[config.mk]
export PLATFORM = sky130hd
export DESIGN_NAME = hazard_unit
export DESIGN_NICKNAME = d
export VERILOG_FILES = /design/src/rtl/hazard_pkg.sv /design/src/rtl/hazard_unit_md_busy_tracker.sv /design/src/rtl/hazard_unit.sv
export SDC_FILE = /design/constraint.sdc
export NUM_CORES = 1
export LEC_CHECK = 0
export BUFFER_PORTS_ARGS = -buffer_cell sky130_fd_sc_hd__buf_2
export CAP_MARGIN = 10
export CORE_ASPECT_RATIO = 0.9
export CORE_UTILIZATION = 43
export CTS_CLUSTER_DIAMETER = 80
export CTS_CLUSTER_SIZE = 8
export DETAILED_ROUTE_END_ITERATION = 10
export PLACE_DENSITY_LB_ADDON = 0.15
export SLEW_MARGIN = 20
export SYNTH_ARGS = -nofsm -noshare
export SYNTH_HDL_FRONTEND = slang
export SYNTH_SLANG_ARGS = --single-unit
[constraint.sdc]
create_clock -name clk -period 2.5 [get_ports clk]
set_input_delay 0.5 -clock clk [delete_from_list [all_inputs] [get_ports clk]]
set_output_delay 0.5 -clock clk [all_outputs]
set_load 0.03 [all_outputs]
[src/rtl/hazard_pkg.sv]
// hazard_pkg: forwarding-select encodings and mult/div tracker state encoding
// shared by hazard_unit and md_busy_tracker.
package hazard_pkg;

    localparam logic [1:0] FWD_REG = 2'b00;
    localparam logic [1:0] FWD_WB  = 2'b01;
    localparam logic [1:0] FWD_MEM = 2'b10;

    typedef enum logic {
        MD_IDLE = 1'b0,
        MD_BUSY = 1'b1
    } md_state_e;

endpackage

[src/rtl/hazard_unit_md_busy_tracker.sv]
// md_busy_tracker: holds md_busy high for MD_LATENCY cycles after a mult/div launch
// is sampled in E; a launch while already busy is ignored.
module md_busy_tracker
    import hazard_pkg::*;
#(
    parameter int MD_LATENCY = 32
) (
    input  logic clk,
    input  logic rst_n,
    input  logic md_start_e,
    output logic md_busy
);

    localparam int CW = $clog2(MD_LATENCY + 1);

    md_state_e         r_state, w_state_nxt;
    logic [CW-1:0]     r_cnt, w_cnt_nxt;

    always_ff @(posedge clk or negedge rst_n) begin
        if (!rst_n) begin
            r_state <= MD_IDLE;
            r_cnt   <= '0;
        end else begin
            r_state <= w_state_nxt;
            r_cnt   <= w_cnt_nxt;
        end
    end

    always_comb begin
        w_state_nxt = r_state;
        w_cnt_nxt   = r_cnt;
        if (r_state == MD_IDLE) begin
            if (md_start_e) begin
                w_state_nxt = MD_BUSY;
                w_cnt_nxt   = CW'(MD_LATENCY - 1);
            end
        end else begin
            w_state_nxt = (r_cnt == '0) ? MD_IDLE : MD_BUSY;
            w_cnt_nxt   = (r_cnt == '0) ? r_cnt : r_cnt - 1'b1;
        end
    end

    assign md_busy = (r_state == MD_BUSY);

    // md_stall upstream should make this unreachable
    a_no_start_while_busy : assert property (
        @(posedge clk) disable iff (!rst_n) !(md_start_e && r_state == MD_BUSY));

endmodule

[src/rtl/hazard_unit.sv]
// hazard_unit: EX/D operand forwarding, load-use/branch/mult-div stall detection.
// HAZ_PERF_CNT_EN enables saturating stall/forward performance counters.
module hazard_unit
    import hazard_pkg::*;
#(
    parameter int REG_AW     = 5,
    parameter int MD_LATENCY = 32,
    parameter int PERF_W     = 32
) (
    input  logic              clk,
    input  logic              rst_n,
    input  logic [REG_AW-1:0] rs_d,
    input  logic [REG_AW-1:0] rt_d,
    input  logic [REG_AW-1:0] rs_e,
    input  logic [REG_AW-1:0] rt_e,
    input  logic [REG_AW-1:0] write_reg_e,
    input  logic [REG_AW-1:0] write_reg_m,
    input  logic [REG_AW-1:0] write_reg_w,
    input  logic              reg_write_e,
    input  logic              reg_write_m,
    input  logic              reg_write_w,
    input  logic              mem_to_reg_e,
    input  logic              mem_to_reg_m,
    input  logic              branch_d,
    input  logic              md_use_d,
    input  logic              md_start_e,
    output logic [1:0]        forward_a_e,
    output logic [1:0]        forward_b_e,
    output logic              forward_a_d,
    output logic              forward_b_d,
    output logic              stall_f,
    output logic              stall_d,
    output logic              flush_e,
    output logic              md_busy,
    output logic [PERF_W-1:0] perf_stall_cnt,
    output logic [PERF_W-1:0] perf_fwd_cnt
);

    logic w_a_m, w_a_w, w_b_m, w_b_w;
    logic w_dep_e, w_dep_m, w_lw_stall, w_br_stall, w_md_stall, w_stall, w_any_fwd;

    assign w_a_m = (rs_e != '0) && (rs_e == write_reg_m) && reg_write_m;
    assign w_a_w = (rs_e != '0) && (rs_e == write_reg_w) && reg_write_w;
    assign w_b_m = (rt_e != '0) && (rt_e == write_reg_m) && reg_write_m;
    assign w_b_w = (rt_e != '0) && (rt_e == write_reg_w) && reg_write_w;

    assign forward_a_e = w_a_m ? FWD_MEM : w_a_w ? FWD_WB : FWD_REG;
    assign forward_b_e = w_b_m ? FWD_MEM : w_b_w ? FWD_WB : FWD_REG;
    assign forward_a_d = (rs_d != '0) && (rs_d == write_reg_m) && reg_write_m;
    assign forward_b_d = (rt_d != '0) && (rt_d == write_reg_m) && reg_write_m;

    assign w_dep_e    = (write_reg_e != '0) && (write_reg_e == rs_d || write_reg_e == rt_d);
    assign w_dep_m    = (write_reg_m != '0) && (write_reg_m == rs_d || write_reg_m == rt_d);
    assign w_lw_stall = mem_to_reg_e && w_dep_e;
    assign w_br_stall = branch_d && ((reg_write_e && w_dep_e) || (mem_to_reg_m && w_dep_m));
    assign w_md_stall = md_use_d && (md_busy || md_start_e);
    assign w_stall    = w_lw_stall | w_br_stall | w_md_stall;

    assign stall_f = w_stall;
    assign stall_d = w_stall;
    assign flush_e = w_stall;

    assign w_any_fwd = (forward_a_e != FWD_REG) || (forward_b_e != FWD_REG) ||
                       forward_a_d || forward_b_d;

    md_busy_tracker #(.MD_LATENCY(MD_LATENCY)) u_md (
        .clk        (clk),
        .rst_n      (rst_n),
        .md_start_e (md_start_e),
        .md_busy    (md_busy)
    );

`ifdef HAZ_PERF_CNT_EN
    logic [PERF_W-1:0] r_perf_stall, r_perf_fwd;

    always_ff @(posedge clk or negedge rst_n) begin
        if (!rst_n) begin
            r_perf_stall <= '0;
            r_perf_fwd   <= '0;
        end else begin
            if (w_stall && !(&r_perf_stall))  r_perf_stall <= r_perf_stall + 1'b1;
            if (w_any_fwd && !(&r_perf_fwd))  r_perf_fwd   <= r_perf_fwd + 1'b1;
        end
    end

    assign perf_stall_cnt = r_perf_stall;
    assign perf_fwd_cnt   = r_perf_fwd;
`else
    logic w_unused_perf;
    assign w_unused_perf  = w_any_fwd;
    assign perf_stall_cnt = '0;
    assign perf_fwd_cnt   = '0;
`endif

endmodule

==> results of run 1 <==
==> stage by stage <==
step	setup slack [ns]	hold slack, ns
after floorplan	0.119	0.204
after global placement	0.183	0.344
after detailed placement	0.167	0.344
after CTS	0.167	0.108
after global routing	0.0695	0.110
final	0.152	0.106
==> layout make-up <==
class	count	share of cell area (%)
Timing Repair Buffer	54	17.3
Tap cell	42	3.36
Clock buffer	4	2.88
Inverter	2	0.480
Sequential cell	7	11.2
Multi-Input combinational cell	165	64.8
==> cells by family after synthesis <==
logic type / Yosys count
flip-flops: 7
AO/OA/AOI/OAI: 11
adder cells (fa/ha/maj): 1
XOR/XNOR: 43
buffers and inverters: 75
other: 1
AND/OR/NAND/NOR: 46
==> final timing paths <==
check	from	endpoint	slack (ns)	cells after the start
worst max-delay path	write_reg_m[1]	stall_d	0.15	7
worst min-delay path	rst_n	u_md.md_busy	0.11	1
worst max register to register	u_md.r_cnt[0]	u_md.r_cnt[5]	0.78	7
worst min register to register	u_md.r_cnt[0]	u_md.r_cnt[0]	0.50	1
max in group asynchronous	rst_n	u_md.r_cnt[3]	2.24	1
min in group clk	u_md.r_cnt[0]	u_md.r_cnt[0]	0.50	1
==> flip-flops by register name, indices dropped and copies added (netlist names) <==
signal,count
u_md.md_busy,1
u_md.r_cnt,6
==> layout by cell type (no fill, tap or decap), types with 3 or more instances in the layout <==
master,instances
buf_2,54
nor2_1,7
clkbuf_8,3
nor4_2,4
conb_1,64
nand4_1,4
a21oi_1,3
nor3_1,6
xor2_1,15
nand3_1,5
dfrtp_1,7
nand2_1,8
xnor2_1,28
==> power breakdown <==
group	leakage, µW	internal [µW]	switching (µW)
sequential	0.0000797	171	58.0
combinational	0.000660	163	311
clock	0.0000228	110	44.7
total	0.000762	444	414
==> worst register-to-register path, delay by kind of cell, from the launching register on <==
kind,cells,cell delay [ns]
AND/OR/NAND/NOR,3,0.47
buffers and inverters,1,0.06
flip-flops,1,0.38
adder cells (fa/ha/maj),1,0.20
AO/OA/AOI/OAI,1,0.34
XOR/XNOR,1,0.15
==> per-layer routing <==
metal | vias to the layer above | global-route usage, % | wire, µm
li1 | 572 | - | -
met1 | 472 | 21.5 | 1290
met2 | 83 | 22.3 | 1130
met3 | 0 | 3.74 | 330
met4 | 0 | 1.30 | 0
met5 | - | 0 | 0
==> flow_summary.json, run 1 <==
{
  "grt_remaining_overflow": 0,
  "ys_top_cells_by_area": "buf_4 (34%), xnor2_1 (16%), dfrtp_1 (12%)",
  "synthDistinctLibCells": 32,
  "synth_top_family_by_area": "buffers and inverters",
  "grt_max_degree": 9,
  "layout.cells.non_filler": 274,
  "wire_per_inst_um": 10.0,
  "finalSetupViolCount": 0,
  "clock_latency_ns": 0.22,
  "p_per_area_nw_per_um2": 548,
  "cp.required_ns": 2.00,
  "dpl.cell_count": 270,
  "core-area_um2": 3160,
  "cts_hold_buf": 0,
  "gr-usage-all-layers_pct": 14.7,
  "dr.pass1.iters": 4,
  "cp_top_family": "simple AND/OR/NAND/NOR gates",
  "numPortBuffers": 54,
  "tns_ns": 0,
  "dp_hpwl_um": 2420,
  "synthFlopType": "dfrtp_1",
  "clockRootBuffer": "clkbuf_8",
  "drv_slew": 0,
  "initial_core_util_pct": 47.0,
  "fin_crit_ns": 2.35,
  "htree_levels": 1,
  "cts_sinks": 7,
  "final-seq-area_um2": 175,
  "synth_top_cell_by_area": "buf_4",
  "ir_drop_uv": 276,
  "first_iter_violations": 42,
  "vias_per_cell": 4.11,
  "cts_tree": "built",
  "netlist.area_leader.share_pct": 34.3,
  "num_antenna_cells": 0,
  "crit_fanout": 5,
  "cts_resized": 0,
  "final_core_utilization_pct": 49.5,
  "clkTransAtPathRegs_ns": 0.04,
  "synth_xor_area_share_pct": 25.3,
  "yosys.cell_count.top_type": "buf_4",
  "place_congestion": 0.768,
  "async_flop_share_pct": 100,
  "yosysWarnings": 0,
  "grt_pass1_wl_um": 4310,
  "syn_avg_cell_area_um2": 8.08,
  "antenna_found_initial": 0,
  "syn_area_um2": 1490,
  "worstSetupPathType": "primary input to output pin",
  "synth-edff-count": 0,
  "synthAdderAreaFrac_pct": 0.842,
  "place_area_um2": 1520,
  "cts_made_buffers": 3,
  "hold_viol_final": 0,
  "multi_input_comb_area_um2": 1010,
  "die_h_um": 57.8,
  "via_count": 1127,
  "synthSimpleGateAreaFrac_pct": 19.7,
  "fin_crit_sh_pct": 93.9,
  "dieWidth_um": 64.0,
  "critical_path_buf_inv_count": 2,
  "nFillCells": 313,
  "synthToLayoutAreaGrowth_pct": 5.22,
  "synth.ff_latch_count": 7,
  "wl_um": 2750,
  "ys_top_cells_by_count": "buf_4 (68), xnor2_1 (28), xor2_1 (15)",
  "die_area_um2": 3700,
  "final_area_um2": 1560,
  "p_leak_uw": 0.000762,
  "seq_area_frac_synth_pct": 11.8,
  "crit_slowest_cell": "nor3_1",
  "synth_mux_area_share_pct": 0,
  "crit_top_cell": "buf_2",
  "cpPeakStageDelay_ns": 0.38,
  "crit_path_end_kind": "output pin",
  "grt_setup_unrepaired": "no",
  "report.power.total_uw": 858,
  "clock_skew_ns": 0.00159,
  "max_freq_mhz": 426,
  "ios": 119,
  "critPathLaunchType": "primary input",
  "nets": 279,
  "first_global_vias": 939,
  "max-cap-violations": 0,
  "final_layout_size_suffix_gt1_share_pct": 29.3,
  "num_rows": 19,
  "cp_cell_sequence": "buf_2 > xnor2_1 > nand3_1 > nor3_1 > o2111ai_1 > o311ai_2 > buf_2",
  "drtAntennaViolNets": 0,
  "synth-compound-area-share_pct": 5.64,
  "drc": 0,
  "clockBufferDepth": 2,
  "hold_class": "primary input to async pin",
  "cts_setup_buffers": 0,
  "synthCells": 184,
  "arrival_ns": 1.85,
  "status": "finished, final reports clean"
}
Power figures use the tool's default switching activity.
==> run 2, diff against run 1 <==
- ABC_CLOCK_PERIOD_IN_PS: unset -> 2500
- CORE_MARGIN: unset -> 2
==> run 2 against run 1 <==
Net effect: non-clock buffer count is 2 higher; via count is 2.7% higher; flip-flop and latch count stayed put; setup slack better by 0.021 ns; hold slack worse by 0.014 ns; sequential power hardly changed; power is 0.32% higher; first-iteration DRC count is 29% lower; wire length is 3.0% higher; global-route usage is 0.081 points higher; core utilization is 2.3 points lower; maximum frequency is 0.91% higher.
==> flow_summary.json, run 2 (synthesis gave the netlist of run 1 again) <==
{
  "worstSetupPathType": "primary input to output pin",
  "clock_skew_ns": 0.00401,
  "cts_made_buffers": 3,
  "htree_levels": 1,
  "num_antenna_cells": 0,
  "report.power.total_uw": 860,
  "clkTransAtPathRegs_ns": 0.04,
  "crit_path_end_kind": "output pin",
  "arrival_ns": 1.83,
  "core-area_um2": 3350,
  "seq_power_share_pct": 26.4,
  "num_rows": 20,
  "final_layout_size_suffix_gt1_share_pct": 29.9,
  "grt_pass1_wl_um": 4400,
  "nets": 281,
  "hold_viol_final": 0,
  "finalSetupViolCount": 0,
  "switching_share_pct": 48.2,
  "layout_commonest_cell": "conb_1",
  "numPortBuffers": 54,
  "max_freq_mhz": 430,
  "ir_drop_uv": 156,
  "initial_core_util_pct": 44.3,
  "place_congestion": 0.836,
  "fin_crit_sh_pct": 93.1,
  "dr.pass1.iters": 4,
  "die_area_um2": 3940,
  "grt_setup_unrepaired": "no",
  "cp.required_ns": 2.00,
  "cts_resized": 0,
  "power.switching_uw": 414,
  "hold_class": "primary input to async pin",
  "dieWidth_um": 66.0,
  "clockBufferDepth": 2,
  "critical_path_buf_inv_count": 2,
  "crit_slowest_cell": "or4_4",
  "crit_fanout": 3,
  "clock_power_share_pct": 18.6,
  "cp_top_family": "simple AND/OR/NAND/NOR gates",
  "drtAntennaViolNets": 0,
  "final_cell_mix": "conb_1 (64), buf_2 (54), xnor2_1 (28)",
  "drv_slew": 0,
  "grt_remaining_overflow": 0,
  "antenna_found_initial": 0,
  "cts_hold_buf": 0,
  "wl_um": 2830,
  "cp_cell_sequence": "buf_2 > or4_4 > nor2_4 > nor4_2 > nor4_2 > buf_2",
  "ios": 119,
  "die_h_um": 59.8,
  "cts_sinks": 7,
  "max_flop_register": "u_md.r_cnt",
  "nFillCells": 365,
  "cts_setup_buffers": 0,
  "cts_tree": "built",
  "wire_per_inst_um": 10.2,
  "clockRootBuffer": "clkbuf_8",
  "vias_per_cell": 4.16,
  "critPathLaunchType": "primary input",
  "dp_hpwl_um": 2510,
  "first_global_vias": 935,
  "synthToLayoutAreaGrowth_pct": 6.40,
  "via_count": 1157,
  "clock_latency_ns": 0.23,
  "grt_max_degree": 9,
  "gr-usage-all-layers_pct": 14.8,
  "drc": 0,
  "fin_crit_ns": 2.33,
  "max-cap-violations": 0,
  "largest_reg_flops": 6,
  "first_iter_violations": 30,
  "status": "finished, final reports clean",
  "p_leak_uw": 0.000772,
  "tns_ns": 0,
  "internal-power_uw": 446,
  "comb_power_share_pct": 55.0,
  "p_per_area_nw_per_um2": 544,
  "cpPeakStageDelay_ns": 0.54
}
run 2: worst register-to-register path: stages, from the launching register on:
cell     delay [ns]
dfrtp_1        0.38
inv_1          0.06
ha_1           0.20
nor3b_2        0.18
a31oi_2        0.31
nand3_1        0.14
xnor2_1        0.14
and2_1         0.15
run 2: final cells by class:
type / count / area (µm²) / share of cell area [%]
timing repair buffer: 56 / 285 / 18.0
tap: 44 / 55.1 / 3.48
sequential: 7 / 175 / 11.1
clock buffer: 4 / 45.0 / 2.85
multi-input combinational: 165 / 1010 / 64.1
inverter: 2 / 7.51 / 0.475
run 2: worst paths after layout:
kind                                       end          start  depth (start not counted)  slack, ns
worst max-delay path            forward_b_e[0]        rt_e[1]                          6       0.17
worst min-delay path             u_md.r_cnt[0]          rst_n                          1       0.09
worst max register to register   u_md.r_cnt[5]  u_md.r_cnt[0]                          7       0.83
worst min register to register   u_md.r_cnt[0]  u_md.r_cnt[0]                          1       0.50
max in group asynchronous        u_md.r_cnt[1]          rst_n                          1       2.25
min in group clk                 u_md.r_cnt[0]  u_md.r_cnt[0]                          1       0.50
run 2: power groups by stage:
stage                     logic (µW)  registers (µW)  clock network [µW]
after floorplan                  450             225                   0
after global placement           474             228                   0
after detailed placement         476             228                   0
after CTS                        477             227                 165
after global routing             527             237                 179
final                            474             227                 160
run 2: layer usage:
metal  track usage, %  up-vias  part of all wire (%)
met5                0        -                     0
met4             4.37        0                   1.4
met3             3.01        4                    11
met2             22.1       77                    42
met1             21.3      501                    45
li1                 -      575                     -
run 2: through the flow:
| step | cell area, µm² | hold WS, ns | utilization (%) | setup slack, ns | std cells |
|---|---|---|---|---|---|
| after global placement | 1540 | 0.344 | 45.8 | 0.185 | 274 |
| after detailed placement | 1540 | 0.344 | 45.8 | 0.176 | 274 |
| after CTS | 1580 | 0.0975 | 47.2 | 0.174 | 278 |
| final | 1580 | 0.0920 | 47.2 | 0.173 | 278 |
| after floorplan | 1730 | 0.204 | - | 0.119 | 247 |
| after global routing | 1580 | 0.0924 | 47.2 | 0.0981 | 278 |
